$ cat src/rtl/sw_pkg.sv
// ============================================================================
//  Module      : sw_pkg
//  Description : Shared switch constants (bus widths used by datasg,
//                cache_manager and pkt_reader) and the packet-reader
//                state encoding.
//  Revision    : 1.0 - initial release
// ============================================================================
`default_nettype none

package sw_pkg;

    localparam int SW_DATA_WIDTH = 64;
    localparam int SW_ADDR_WIDTH = 17;
    localparam int SW_LEN_WIDTH  = 8;
    localparam int SW_PRIO_WIDTH = 3;

    typedef enum logic [1:0] {
        RD_IDLE  = 2'd0,
        RD_FETCH = 2'd1,
        RD_DRAIN = 2'd2
    } rd_state_t;

endpackage

`default_nettype wire

$ cat src/rtl/pkt_reader_if.sv
// ============================================================================
//  Module      : pkt_reader_if
//  Description : Descriptor, SRAM read-port and packet output signals of the
//                per-port read engine. The len_err signal only exists when
//                PKT_READER_LEN_CHK_EN is defined.
//  Revision    : 1.0 - initial release
// ============================================================================
`default_nettype none

interface pkt_reader_if import sw_pkg::*; #(
    parameter int DATA_WIDTH = SW_DATA_WIDTH,
    parameter int ADDR_WIDTH = SW_ADDR_WIDTH,
    parameter int LEN_WIDTH  = SW_LEN_WIDTH,
    parameter int PRIO_WIDTH = SW_PRIO_WIDTH
) ();

    logic                  desc_vld;
    logic                  desc_rdy;
    logic [ADDR_WIDTH-1:0] desc_addr;
    logic [LEN_WIDTH-1:0]  desc_len;
    logic [PRIO_WIDTH-1:0] desc_prio;
    logic                  enb;
    logic [ADDR_WIDTH-1:0] addrb;
    logic [DATA_WIDTH-1:0] doutb;
    logic                  out_ready;
    logic                  rd_vld;
    logic                  rd_sop;
    logic                  rd_eop;
    logic [DATA_WIDTH-1:0] rd_data;
    logic                  done;
    logic [PRIO_WIDTH-1:0] done_prio;
    logic                  busy;
`ifdef PKT_READER_LEN_CHK_EN
    logic                  len_err;
`endif

    // Read engine side
    modport master (
        input  desc_vld, desc_addr, desc_len, desc_prio, doutb, out_ready,
        output desc_rdy, enb, addrb, rd_vld, rd_sop, rd_eop, rd_data,
        output done, done_prio, busy
`ifdef PKT_READER_LEN_CHK_EN
        , output len_err
`endif
    );

    // Cache manager / SRAM / downstream side
    modport slave (
        output desc_vld, desc_addr, desc_len, desc_prio, doutb, out_ready,
        input  desc_rdy, enb, addrb, rd_vld, rd_sop, rd_eop, rd_data,
        input  done, done_prio, busy
`ifdef PKT_READER_LEN_CHK_EN
        , input len_err
`endif
    );

endinterface

`default_nettype wire

$ cat src/rtl/pkt_rd_buf.sv
// ============================================================================
//  Module      : pkt_rd_buf
//  Description : Small synchronous FIFO holding SRAM read data plus sop/eop
//                tags; head entry is presented combinationally.
//  Revision    : 1.0 - initial release
// ============================================================================
`default_nettype none

module pkt_rd_buf #(
    parameter int DEPTH = 4,
    parameter int WIDTH = 66
) (
    input  wire logic                       clk,
    input  wire logic                       rst_n,
    input  wire logic                       i_wr_en,
    input  wire logic [WIDTH-1:0]           i_wr_data,
    input  wire logic                       i_rd_en,
    output logic      [WIDTH-1:0]           o_rd_data,
    output logic      [$clog2(DEPTH+1)-1:0] o_count,
    output logic                            o_full,
    output logic                            o_empty
);

    localparam int PTR_W = (DEPTH > 1) ? $clog2(DEPTH) : 1;
    localparam int CNT_W = $clog2(DEPTH + 1);

    logic [WIDTH-1:0] r_mem [DEPTH];
    logic [PTR_W-1:0] r_wr_ptr;
    logic [PTR_W-1:0] r_rd_ptr;
    logic [CNT_W-1:0] r_count;
    logic             w_wr;
    logic             w_rd;

    assign o_full    = (r_count == CNT_W'(DEPTH));
    assign o_empty   = (r_count == '0);
    assign o_count   = r_count;
    assign o_rd_data = r_mem[r_rd_ptr];
    assign w_wr      = i_wr_en && !o_full;
    assign w_rd      = i_rd_en && !o_empty;

    // Storage, wrapping pointers and occupancy count
    always_ff @(posedge clk or negedge rst_n) begin
        if (!rst_n) begin
            for (int i = 0; i < DEPTH; i++) begin
                r_mem[i] <= '0;
            end
            r_wr_ptr <= '0;
            r_rd_ptr <= '0;
            r_count  <= '0;
        end else begin
            if (w_wr) begin
                r_mem[r_wr_ptr] <= i_wr_data;
                r_wr_ptr <= (r_wr_ptr == PTR_W'(DEPTH - 1)) ? '0 : r_wr_ptr + PTR_W'(1);
            end
            if (w_rd) begin
                r_rd_ptr <= (r_rd_ptr == PTR_W'(DEPTH - 1)) ? '0 : r_rd_ptr + PTR_W'(1);
            end
            case ({w_wr, w_rd})
                2'b10:   r_count <= r_count + CNT_W'(1);
                2'b01:   r_count <= r_count - CNT_W'(1);
                default: r_count <= r_count;
            endcase
        end
    end

endmodule

`default_nettype wire

$ cat src/rtl/pkt_reader.sv
// ============================================================================
//  Module      : pkt_reader
//  Description : Per-output-port packet read engine. Takes one descriptor
//                at a time, issues sequential SRAM reads under buffer
//                credit, and streams the packet out with sop/eop and
//                downstream backpressure; pulses done on the last beat.
//                Optional macro PKT_READER_LEN_CHK_EN: zero-length
//                descriptors are rejected with a len_err pulse instead of
//                meaning 2^LEN_WIDTH words.
//  Revision    : 1.0 - initial release
// ============================================================================
`default_nettype none

module pkt_reader import sw_pkg::*; #(
    parameter int DATA_WIDTH = SW_DATA_WIDTH,
    parameter int ADDR_WIDTH = SW_ADDR_WIDTH,
    parameter int LEN_WIDTH  = SW_LEN_WIDTH,
    parameter int PRIO_WIDTH = SW_PRIO_WIDTH,
    parameter int SRAM_LAT   = 2,
    parameter int BUF_DEPTH  = 4   // must be at least SRAM_LAT+2 for full rate
) (
    input  wire logic    clk,
    input  wire logic    rst_n,
    pkt_reader_if.master bus
);

    localparam int CNT_W     = LEN_WIDTH + 1;
    localparam int BUF_CNT_W = $clog2(BUF_DEPTH + 1);
    localparam int LAT_CNT_W = $clog2(SRAM_LAT + 1);

    rd_state_t             r_state;
    rd_state_t             w_state_nxt;
    logic [ADDR_WIDTH-1:0] r_addr;
    logic [CNT_W-1:0]      r_len;
    logic [CNT_W-1:0]      r_issue_cnt;
    logic [PRIO_WIDTH-1:0] r_prio;
    logic [SRAM_LAT-1:0]   r_infl_vld;
    logic [SRAM_LAT-1:0]   r_infl_sop;
    logic [SRAM_LAT-1:0]   r_infl_eop;
    logic [LAT_CNT_W-1:0]  r_infl_cnt;

    logic                  w_desc_rdy;
    logic                  w_desc_hs;
    logic                  w_len_zero;
    logic [CNT_W-1:0]      w_len_ext;
    logic                  w_credit;
    logic                  w_issue;
    logic                  w_buf_wr;
    logic                  w_buf_full;
    logic                  w_buf_empty;
    logic [BUF_CNT_W-1:0]  w_buf_cnt;
    logic [DATA_WIDTH+1:0] w_buf_wdata;
    logic [DATA_WIDTH+1:0] w_buf_rdata;
    logic                  w_pop;
    logic                  w_head_sop;
    logic                  w_head_eop;
    logic                  w_done;

    // A zero length field encodes the largest packet, 2^LEN_WIDTH words
    assign w_len_zero = (bus.desc_len == '0);
    assign w_len_ext  = w_len_zero ? {1'b1, {LEN_WIDTH{1'b0}}} : {1'b0, bus.desc_len};
    assign w_desc_hs  = bus.desc_vld && w_desc_rdy;

    // Reads in flight plus buffered words may never exceed the buffer;
    // a pop in the same cycle is deliberately not credited.
    assign w_credit = (int'(r_infl_cnt) + int'(w_buf_cnt)) < BUF_DEPTH;

    // Data returns from the SRAM exactly when the shadow pipeline's tap is set
    assign w_buf_wr    = r_infl_vld[SRAM_LAT-1];
    assign w_buf_wdata = {r_infl_eop[SRAM_LAT-1], r_infl_sop[SRAM_LAT-1], bus.doutb};

    assign w_head_sop = w_buf_rdata[DATA_WIDTH];
    assign w_head_eop = w_buf_rdata[DATA_WIDTH+1];
    assign w_pop      = !w_buf_empty && bus.out_ready;
    assign w_done     = w_pop && w_head_eop;

    // Next-state and issue decode
    always_comb begin
        w_state_nxt = r_state;
        w_desc_rdy  = 1'b0;
        w_issue     = 1'b0;
        case (r_state)
            RD_IDLE: begin
                w_desc_rdy = 1'b1;
                if (bus.desc_vld) begin
`ifdef PKT_READER_LEN_CHK_EN
                    if (!w_len_zero) begin
                        w_state_nxt = RD_FETCH;
                    end
`else
                    w_state_nxt = RD_FETCH;
`endif
                end
            end
            RD_FETCH: begin
                if (w_credit) begin
                    w_issue = 1'b1;
                    if (r_issue_cnt == r_len - CNT_W'(1)) begin
                        w_state_nxt = RD_DRAIN;
                    end
                end
            end
            RD_DRAIN: begin
                if (w_done) begin
                    w_state_nxt = RD_IDLE;
                end
            end
            default: w_state_nxt = RD_IDLE;
        endcase
    end

    // State register
    always_ff @(posedge clk or negedge rst_n) begin
        if (!rst_n) begin
            r_state <= RD_IDLE;
        end else begin
            r_state <= w_state_nxt;
        end
    end

    // Descriptor latch and read issue counter
    always_ff @(posedge clk or negedge rst_n) begin
        if (!rst_n) begin
            r_addr      <= '0;
            r_len       <= '0;
            r_prio      <= '0;
            r_issue_cnt <= '0;
        end else if (w_desc_hs) begin
            r_addr      <= bus.desc_addr;
            r_len       <= w_len_ext;
            r_prio      <= bus.desc_prio;
            r_issue_cnt <= '0;
        end else if (w_issue) begin
            r_issue_cnt <= r_issue_cnt + CNT_W'(1);
        end
    end

    // Shadow of the SRAM read pipeline: valid and packet tags per read
    always_ff @(posedge clk or negedge rst_n) begin
        if (!rst_n) begin
            r_infl_vld <= '0;
            r_infl_sop <= '0;
            r_infl_eop <= '0;
            r_infl_cnt <= '0;
        end else begin
            r_infl_vld[0] <= w_issue;
            r_infl_sop[0] <= w_issue && (r_issue_cnt == '0);
            r_infl_eop[0] <= w_issue && (r_issue_cnt == r_len - CNT_W'(1));
            for (int i = 1; i < SRAM_LAT; i++) begin
                r_infl_vld[i] <= r_infl_vld[i-1];
                r_infl_sop[i] <= r_infl_sop[i-1];
                r_infl_eop[i] <= r_infl_eop[i-1];
            end
            case ({w_issue, w_buf_wr})
                2'b10:   r_infl_cnt <= r_infl_cnt + LAT_CNT_W'(1);
                2'b01:   r_infl_cnt <= r_infl_cnt - LAT_CNT_W'(1);
                default: r_infl_cnt <= r_infl_cnt;
            endcase
        end
    end

    pkt_rd_buf #(
        .DEPTH (BUF_DEPTH),
        .WIDTH (DATA_WIDTH + 2)
    ) u_buf (
        .clk       (clk),
        .rst_n     (rst_n),
        .i_wr_en   (w_buf_wr),
        .i_wr_data (w_buf_wdata),
        .i_rd_en   (w_pop),
        .o_rd_data (w_buf_rdata),
        .o_count   (w_buf_cnt),
        .o_full    (w_buf_full),
        .o_empty   (w_buf_empty)
    );

    assign bus.desc_rdy  = w_desc_rdy;
    assign bus.enb       = w_issue;
    assign bus.addrb     = w_issue ? (r_addr + ADDR_WIDTH'(r_issue_cnt)) : '0;
    assign bus.rd_vld    = !w_buf_empty;
    assign bus.rd_data   = w_buf_empty ? '0 : w_buf_rdata[DATA_WIDTH-1:0];
    assign bus.rd_sop    = !w_buf_empty && w_head_sop;
    assign bus.rd_eop    = !w_buf_empty && w_head_eop;
    assign bus.done      = w_done;
    assign bus.done_prio = w_done ? r_prio : '0;
    assign bus.busy      = (r_state != RD_IDLE);

`ifdef PKT_READER_LEN_CHK_EN
    logic r_len_err;

    // One-cycle flag for a rejected zero-length descriptor
    always_ff @(posedge clk or negedge rst_n) begin
        if (!rst_n) begin
            r_len_err <= 1'b0;
        end else begin
            r_len_err <= w_desc_hs && w_len_zero;
        end
    end

    assign bus.len_err = r_len_err;
`endif

endmodule

`default_nettype wire

$ cat src/flat_wrapper.sv
// flat-port wrapper written by rule: the top's interface ports become plain ports
module pkt_reader_flat import sw_pkg::*;
#(
    parameter int DATA_WIDTH = SW_DATA_WIDTH,
    parameter int ADDR_WIDTH = SW_ADDR_WIDTH,
    parameter int LEN_WIDTH  = SW_LEN_WIDTH,
    parameter int PRIO_WIDTH = SW_PRIO_WIDTH,
    parameter int SRAM_LAT   = 2,
    parameter int BUF_DEPTH  = 4                                               
)
  (clk, rst_n, bus_desc_vld, bus_desc_addr, bus_desc_len, bus_desc_prio, bus_doutb, bus_out_ready, bus_desc_rdy, bus_enb, bus_addrb, bus_rd_vld, bus_rd_sop, bus_rd_eop, bus_rd_data, bus_done, bus_done_prio, bus_busy);
  pkt_reader_if #(.DATA_WIDTH(DATA_WIDTH), .ADDR_WIDTH(ADDR_WIDTH), .LEN_WIDTH(LEN_WIDTH), .PRIO_WIDTH(PRIO_WIDTH)) bus_i ();
  input  wire logic clk;
  input  wire logic rst_n;
  input wire logic [$bits(bus_i.desc_vld)-1:0] bus_desc_vld;
  input wire logic [$bits(bus_i.desc_addr)-1:0] bus_desc_addr;
  input wire logic [$bits(bus_i.desc_len)-1:0] bus_desc_len;
  input wire logic [$bits(bus_i.desc_prio)-1:0] bus_desc_prio;
  input wire logic [$bits(bus_i.doutb)-1:0] bus_doutb;
  input wire logic [$bits(bus_i.out_ready)-1:0] bus_out_ready;
  output wire logic [$bits(bus_i.desc_rdy)-1:0] bus_desc_rdy;
  output wire logic [$bits(bus_i.enb)-1:0] bus_enb;
  output wire logic [$bits(bus_i.addrb)-1:0] bus_addrb;
  output wire logic [$bits(bus_i.rd_vld)-1:0] bus_rd_vld;
  output wire logic [$bits(bus_i.rd_sop)-1:0] bus_rd_sop;
  output wire logic [$bits(bus_i.rd_eop)-1:0] bus_rd_eop;
  output wire logic [$bits(bus_i.rd_data)-1:0] bus_rd_data;
  output wire logic [$bits(bus_i.done)-1:0] bus_done;
  output wire logic [$bits(bus_i.done_prio)-1:0] bus_done_prio;
  output wire logic [$bits(bus_i.busy)-1:0] bus_busy;
  assign bus_i.desc_vld = bus_desc_vld;
  assign bus_i.desc_addr = bus_desc_addr;
  assign bus_i.desc_len = bus_desc_len;
  assign bus_i.desc_prio = bus_desc_prio;
  assign bus_i.doutb = bus_doutb;
  assign bus_i.out_ready = bus_out_ready;
  assign bus_desc_rdy = bus_i.desc_rdy;
  assign bus_enb = bus_i.enb;
  assign bus_addrb = bus_i.addrb;
  assign bus_rd_vld = bus_i.rd_vld;
  assign bus_rd_sop = bus_i.rd_sop;
  assign bus_rd_eop = bus_i.rd_eop;
  assign bus_rd_data = bus_i.rd_data;
  assign bus_done = bus_i.done;
  assign bus_done_prio = bus_i.done_prio;
  assign bus_busy = bus_i.busy;
  pkt_reader #(.DATA_WIDTH(DATA_WIDTH), .ADDR_WIDTH(ADDR_WIDTH), .LEN_WIDTH(LEN_WIDTH), .PRIO_WIDTH(PRIO_WIDTH), .SRAM_LAT(SRAM_LAT), .BUF_DEPTH(BUF_DEPTH)) u_core (.clk(clk), .rst_n(rst_n), .bus(bus_i));
endmodule
$ cat config.mk
export PLATFORM = sky130hd
export DESIGN_NAME = pkt_reader_flat
export DESIGN_NICKNAME = d
export VERILOG_FILES = /design/src/rtl/sw_pkg.sv /design/src/rtl/pkt_reader_if.sv /design/src/rtl/pkt_rd_buf.sv /design/src/rtl/pkt_reader.sv /design/src/flat_wrapper.sv
export SDC_FILE = /design/constraint.sdc
export NUM_CORES = 1
export LEC_CHECK = 0
export CAP_MARGIN = 20
export CELL_PAD_IN_SITES_DETAIL_PLACEMENT = 1
export CELL_PAD_IN_SITES_GLOBAL_PLACEMENT = 2
export CORE_MARGIN = 4
export CORE_UTILIZATION = 43
export DETAILED_ROUTE_END_ITERATION = 10
export HOLD_SLACK_MARGIN = 0.03
export PLACE_DENSITY = 0.84
export SYNTH_ARGS = -nofsm -noshare
export SYNTH_HDL_FRONTEND = slang
export SYNTH_SLANG_ARGS = --single-unit
$ cat constraint.sdc
create_clock -name clk -period 3.7 [get_ports clk]
set_input_delay 0.74 -clock clk [delete_from_list [all_inputs] [get_ports clk]]
set_output_delay 0.74 -clock clk [all_outputs]
set_load 0.005 [all_outputs]
==> results of run 1 <==
-- cells in the final DEF (no fill, tap or decap), drive strengths merged, types with 6 or more instances in the layout --
cell type	count
xnor2	15
clkdlybuf4s50	178
nor2	18
and2	71
nand4	13
inv	23
ha	20
xor2	9
dlymetal6s2s	6
o21ai	19
a21o	7
mux2	287
clkbuf	54
nand2	26
nor3	9
and3	6
dfrtp	319
mux4	66
buf	26
clkinv	7
or3	11
nor2b	6
a21oi	15
-- state kept, by name, indices dropped and copies added, names as in the netlist --
register and cells:
u_core.r_len 9, u_core.u_buf.r_rd_ptr 2, u_core.r_state 2, u_core.r_issue_cnt 9, u_core.u_buf.o_count 3, u_core.r_prio 3, u_core.r_infl_cnt 2, u_core.r_addr 17
u_core.r_infl_vld 2, u_core.u_buf.r_wr_ptr 2, u_core.r_infl_eop 2, u_core.r_infl_sop 2, u_core.u_buf.r_mem 264
-- metrics by stage --
step           instances  hold slack (ps)  setup slack [ps]
2_1_floorplan       1045              331              1080
3_3_place_gp        1643              332               345
3_5_place_dp        1643              336               270
4_1_cts             1712              292              9.18
5_1_grt             1716              308              4.49
6_report            1716              224               161
-- layer usage --
| metal | up-vias | GRT usage |
|---|---|---|
| li1 | 4181 | - |
| met1 | 4868 | 0.255 |
| met2 | 162 | 0.324 |
| met3 | 40 | 0.0355 |
| met4 | 4 | 0.0341 |
| met5 | - | 0 |
-- critical path, cell delays in order, from the launching register on --
cell and delay [ps]:
dfrtp_1 410, ha_1 360, a311o_2 490, or3_1 360
mux2i_1 150, clkdlybuf4s50_1 530
-- final timing paths --
| check | depth (start not counted) | startpoint | slack [ps] | to |
|---|---|---|---|---|
| max in group asynchronous | 2 | rst_n | 2520 | u_core.u_buf.r_mem[234] |
| min | 1 | rst_n | 220 | u_core.u_buf.r_mem[186] |
| min in group clk | 0 | u_core.r_infl_sop[0] | 350 | u_core.r_infl_sop[1] |
| min reg2reg | 0 | u_core.r_infl_sop[0] | 350 | u_core.r_infl_sop[1] |
| max reg2reg | 5 | u_core.u_buf.o_count[0] | 1240 | u_core.u_buf.r_mem[118] |
| max | 5 | u_core.u_buf.o_count[1] | 160 | bus_addrb[15] |
-- cell families (layout without fill, tap and decap cells) --
group	Yosys count	after routing
AOI/OAI and AO/OA	59	59
xor gates and xnor gates	24	24
adders and majority gates	22	22
buffers and inverters	83	299
DFF	319	319
muxes	357	357
and+or+nand+nor	181	181
-- report_power, final --
group / internal (mW) / leakage (nW) / total (mW) / switching (mW)
combinational: 1.95 / 3.65 / 3.19 / 1.24
clock: 2.36 / 0.631 / 3.77 / 1.41
sequential: 3.67 / 3.76 / 3.82 / 0.153
total: 7.99 / 8.04 / 10.8 / 2.80
-- what timing repair did --
| item | CTS | global route |
|---|---|---|
| cloned | 0 | 0 |
| gates resized for setup | 11 | 17 |
| setup endpoints to repair | 9 | 8 |
| pin swaps | 4 | 6 |
| setup buffers | 4 | 4 |
-- cell type report --
class / instances / area [um^2]
fill: 3329 / 15800
clock inverter: 11 / 163
inverter: 23 / 87.6
sequential: 319 / 8000
tap: 455 / 569
timing repair buffer: 211 / 2140
clock buffer: 54 / 1110
multi-input combinational: 643 / 6790
==> flow_summary.ini, run 1 <==
[floorplanning]
dieWidth_um = 196
rows = 68
die_y_um = 196
io_pins = 187
die_area_mm2 = 0.0383
coreArea_mm2 = 0.0346
start_util = 0.437

[sta]
finalHoldViolations = 0
worst_slew_pin_slew_ps = 965
tns_ps = 0
period_share = 0.957
max_freq_ghz = 0.283
worst_slew_margin_rel = 0.357
slew_violations = 0
skew_ps = 11.4
setup_viol = 0
rsz0062_at_grt = no
period_needed_ps = 3540

[synthesis]
avgSynthCellArea_um2 = 14.5
synth_top_area_frac = 0.527
synth_flop_cell = dfrtp_1
ys_seq_area_frac = 0.527
async_flop_share = 1.00
ys_top_cells_by_area = dfrtp_1, mux2_2, mux4_2
synth.most_common_cell = dfrtp_1
syn_inst = 1045
ys_ff_latch = 319
synthesis.area_mm2 = 0.0151
synth_top_family_by_area = multiplexers
synth_area_leader_cell = dfrtp_1
syn_nets = 1163
yosys.area_share.simple = 0.0692
synth-compound-area-share = 0.0255
synthXorXnorAreaFrac = 0.0139
synthMuxAreaShare = 0.314
synth-edff-count = 0
synth_cell_types = 49
synth_common_cells = dfrtp_1, mux2_2, and2_1, mux4_2, nand2_1
ys_warn_count = 0
synthAdderAreaFrac = 0.0192

[placement]
postPlaceCellArea_mm2 = 0.0174
gp_congestion = 0.763
port_buffers = 186
hpwl_mm = 22.5

[clocking]
cts.sinks = 319
cts_tree = yes
cts_hold_buf = 0
clock_latency_ps = 510
htreeDepth = 2
cts-root-buf = clkbuf_16
clk_pin_slew_ps = 60
clock_path_buffers = 3
cts_inserted_buffers = 38

[power]
ir_worst_vdd_mv = 0.363
p_per_area_mw_per_mm2 = 572
power.total_mw = 10.8
leakagePower_nw = 8.04

[routing]
avgViaCountPerCell = 5.39
drt_pass1_iterations = 4
drtIter0Drc = 296
num_vias = 9255
post-route-drc-count = 0
ant_nets = 0
wl_met2_mm = 17.9
drt_wl_total_mm = 36.0
dr_wl_met3_mm = 1.57
dr.max_layer_used = met5
wl_per_cell_um = 21.0
met1_length_mm = 16.0

[global_route]
grt_pass1_wl_mm = 58.7
grt_pass1_vias = 10600
grt-ovfl-total = 0
grtUsageTotal = 0.189
antenna_found_initial = 3
grt_max_degree = 95

[final_layout]
final_cell_area_mm2 = 0.0189
syn_to_final_growth_pct = 24.6
diodes = 0
postLayoutCoreUtil = 0.545
drive_above_1_share = 0.372
num-nets-final = 1354

[critical_path]
endpoint_kind = output port
critical_path_arrival_ps = 2800
path_class = reg -> out
required_ps = 2960
cp-start-kind = register
cp_max_fo = 5

[status]
status = complete, no violations

[min_path]
hold_path_class = in -> async

[run]
drv_cap = 0
(Power assumes the default switching activity.)
==> inputs of run 2 (changes only) <==
--- a/config.mk
+++ b/config.mk
@@ -9,10 +9,10 @@
 export CELL_PAD_IN_SITES_DETAIL_PLACEMENT = 1
 export CELL_PAD_IN_SITES_GLOBAL_PLACEMENT = 2
 export CORE_MARGIN = 4
-export CORE_UTILIZATION = 43
+export CORE_UTILIZATION = 25
 export DETAILED_ROUTE_END_ITERATION = 10
 export HOLD_SLACK_MARGIN = 0.03
-export PLACE_DENSITY = 0.84
+export PLACE_DENSITY = 0.53
 export SYNTH_ARGS = -nofsm -noshare
 export SYNTH_HDL_FRONTEND = slang
 export SYNTH_SLANG_ARGS = --single-unit
==> run 2 against run 1 <==
Hold slack worse by 100 ps; critical path depth stayed put; die area is 69% higher; design area is 2.7% higher; clock skew is 7.0 ps higher; power is 3.2% higher; via count is 0.81% higher; combinational power is 3% higher; register-to-register slack worse by 40 ps; largest cell class unchanged.
==> flow_summary.ini, run 2 (same netlist as run 1, synthesis figures left out) <==
[clocking]
cts_inserted_buffers = 41
clock_path_buffers = 3
clock_latency_ps = 570
cts_hold_buf = 0
cts.sinks = 319
cts_tree = yes
cts-root-buf = clkbuf_16
htreeDepth = 2
clk_pin_slew_ps = 60

[sta]
setup_ws_ps = 138
slew_violations = 0
finalHoldViolations = 0
worst_slew_pin_slew_ps = 1070
tns_ps = 0
setup_viol = 0
rsz0062_at_grt = no
period_share = 0.963
max_freq_ghz = 0.281
period_needed_ps = 3560
skew_ps = 18.4
worst_slew_margin_rel = 0.286

[placement]
gp_congestion = 0.713
pre_cts_slack_ps = 331
postPlaceCellArea_mm2 = 0.0179
port_buffers = 186
hpwl_mm = 26.7

[routing]
avgViaCountPerCell = 4.57
drt_wl_total_mm = 41.6
wl_per_cell_um = 20.4
num_vias = 9330
ant_nets = 0
post-route-drc-count = 0
drtIter0Drc = 236
drt_pass1_iterations = 4

[floorplanning]
rows = 89
io_pins = 187
start_util = 0.255
dieWidth_um = 254
die_area_mm2 = 0.0646
die_y_um = 254
coreArea_mm2 = 0.0595

[global_route]
grt-ovfl-total = 0
grt_pass1_wl_mm = 64.9
grtUsageTotal = 0.130
grt_max_degree = 83
grt_pass1_vias = 10600
antenna_found_initial = 4

[critical_path]
endpoint_kind = output port
cp_max_fo = 5
required_ps = 2960
critical_path_arrival_ps = 2820
cp-start-kind = register
startpoint = u_core.u_buf.o_count[1]
r2r-start = u_core.u_buf.o_count[0]
path_class = reg -> out

[power]
power_frac_comb = 0.296
p_int_mw = 8.09
switching_power_mw = 3.05
switching_share = 0.274
pwr-share-clk = 0.359
ir_worst_vdd_mv = 0.308
leakagePower_nw = 8.03
p_seq_frac = 0.345
p_per_area_mw_per_mm2 = 575

[final_layout]
drive_above_1_share = 0.374
final_common_cell = dfrtp_1
final_cell_area_mm2 = 0.0194
largestRegisters = u_core.u_buf.r_mem x264, u_core.r_addr x17
nFillCells = 6282
seqCellArea_mm2 = 0.00799
num-nets-final = 1359
final_cell_mix = dfrtp_1, mux2_2, clkdlybuf4s50_1, and2_1, mux4_2
syn_to_final_growth_pct = 28.0
largest_register = u_core.u_buf.r_mem
multi_input_area_mm2 = 0.00681
largest_register_ffs = 264

[status]
status = complete, no violations

[min_path]
hold_path_class = in -> async

[run]
drv_cap = 0
[run 2: stage by stage]
step | hold slack, ps | power, mW | utilization | instances
3_3_place_gp | 339 | 7.30 | 0.301 | 1964
5_1_grt | 153 | 11.8 | 0.326 | 2039
2_1_floorplan | 331 | 5.47 | - | 1045
4_1_cts | 129 | 11.5 | 0.325 | 2039
6_report | 119 | 11.1 | 0.326 | 2040
3_5_place_dp | 336 | 7.32 | 0.301 | 1964
[run 2: metal layers]
metal | vias up | routed length, um | GRT usage
li1 | 4216 | - | -
met1 | 4901 | 18900 | 0.171
met2 | 150 | 20100 | 0.215
met3 | 61 | 1660 | 0.0274
met4 | 2 | 1020 | 0.0390
met5 | - | 13 | 0
[run 2: worst max-delay path, cell delays in order (launching register included)]
cell and delay, ps:
dfrtp_1 410, ha_1 350, a311o_2 470, or3_1 360, mux2i_1 150, clkdlybuf4s50_1 530
[run 2: final timing paths]
path,endpoint,cells past startpoint,slack (ps)
max in group asynchronous,u_core.u_buf.r_rd_ptr[0],2,2590
min,u_core.u_buf.r_mem[254],1,120
max,bus_addrb[15],5,140
min in group clk,u_core.r_infl_vld[1],0,350
max reg2reg,u_core.u_buf.r_mem[234],5,1200
min reg2reg,u_core.r_infl_vld[1],0,350
[run 2: layout make-up]
cell class,instances,area share
sequential,319,0.413
antenna,1,0.000129
clock inverter,12,0.00956
timing repair buffer,213,0.113
multi-input combinational,643,0.352
tap,773,0.0499
clock buffer,56,0.0590
inverter,23,0.00471
[run 2: timing repair]
item                                    CTS  global route
resized for setup                        20            12
setup buffers                             7             0
endpoints found under the setup margin   14             5
pin swaps                                 7             4
[run 2: power by group through the flow]
stage	sequential, mW	combinational, mW	clock (mW)
3_5_place_dp	3.90	3.41	0
4_1_cts	3.85	3.44	4.20
2_1_floorplan	3.79	1.68	0
6_report	3.84	3.30	4.00
5_1_grt	3.87	3.60	4.33
3_3_place_gp	3.90	3.40	0
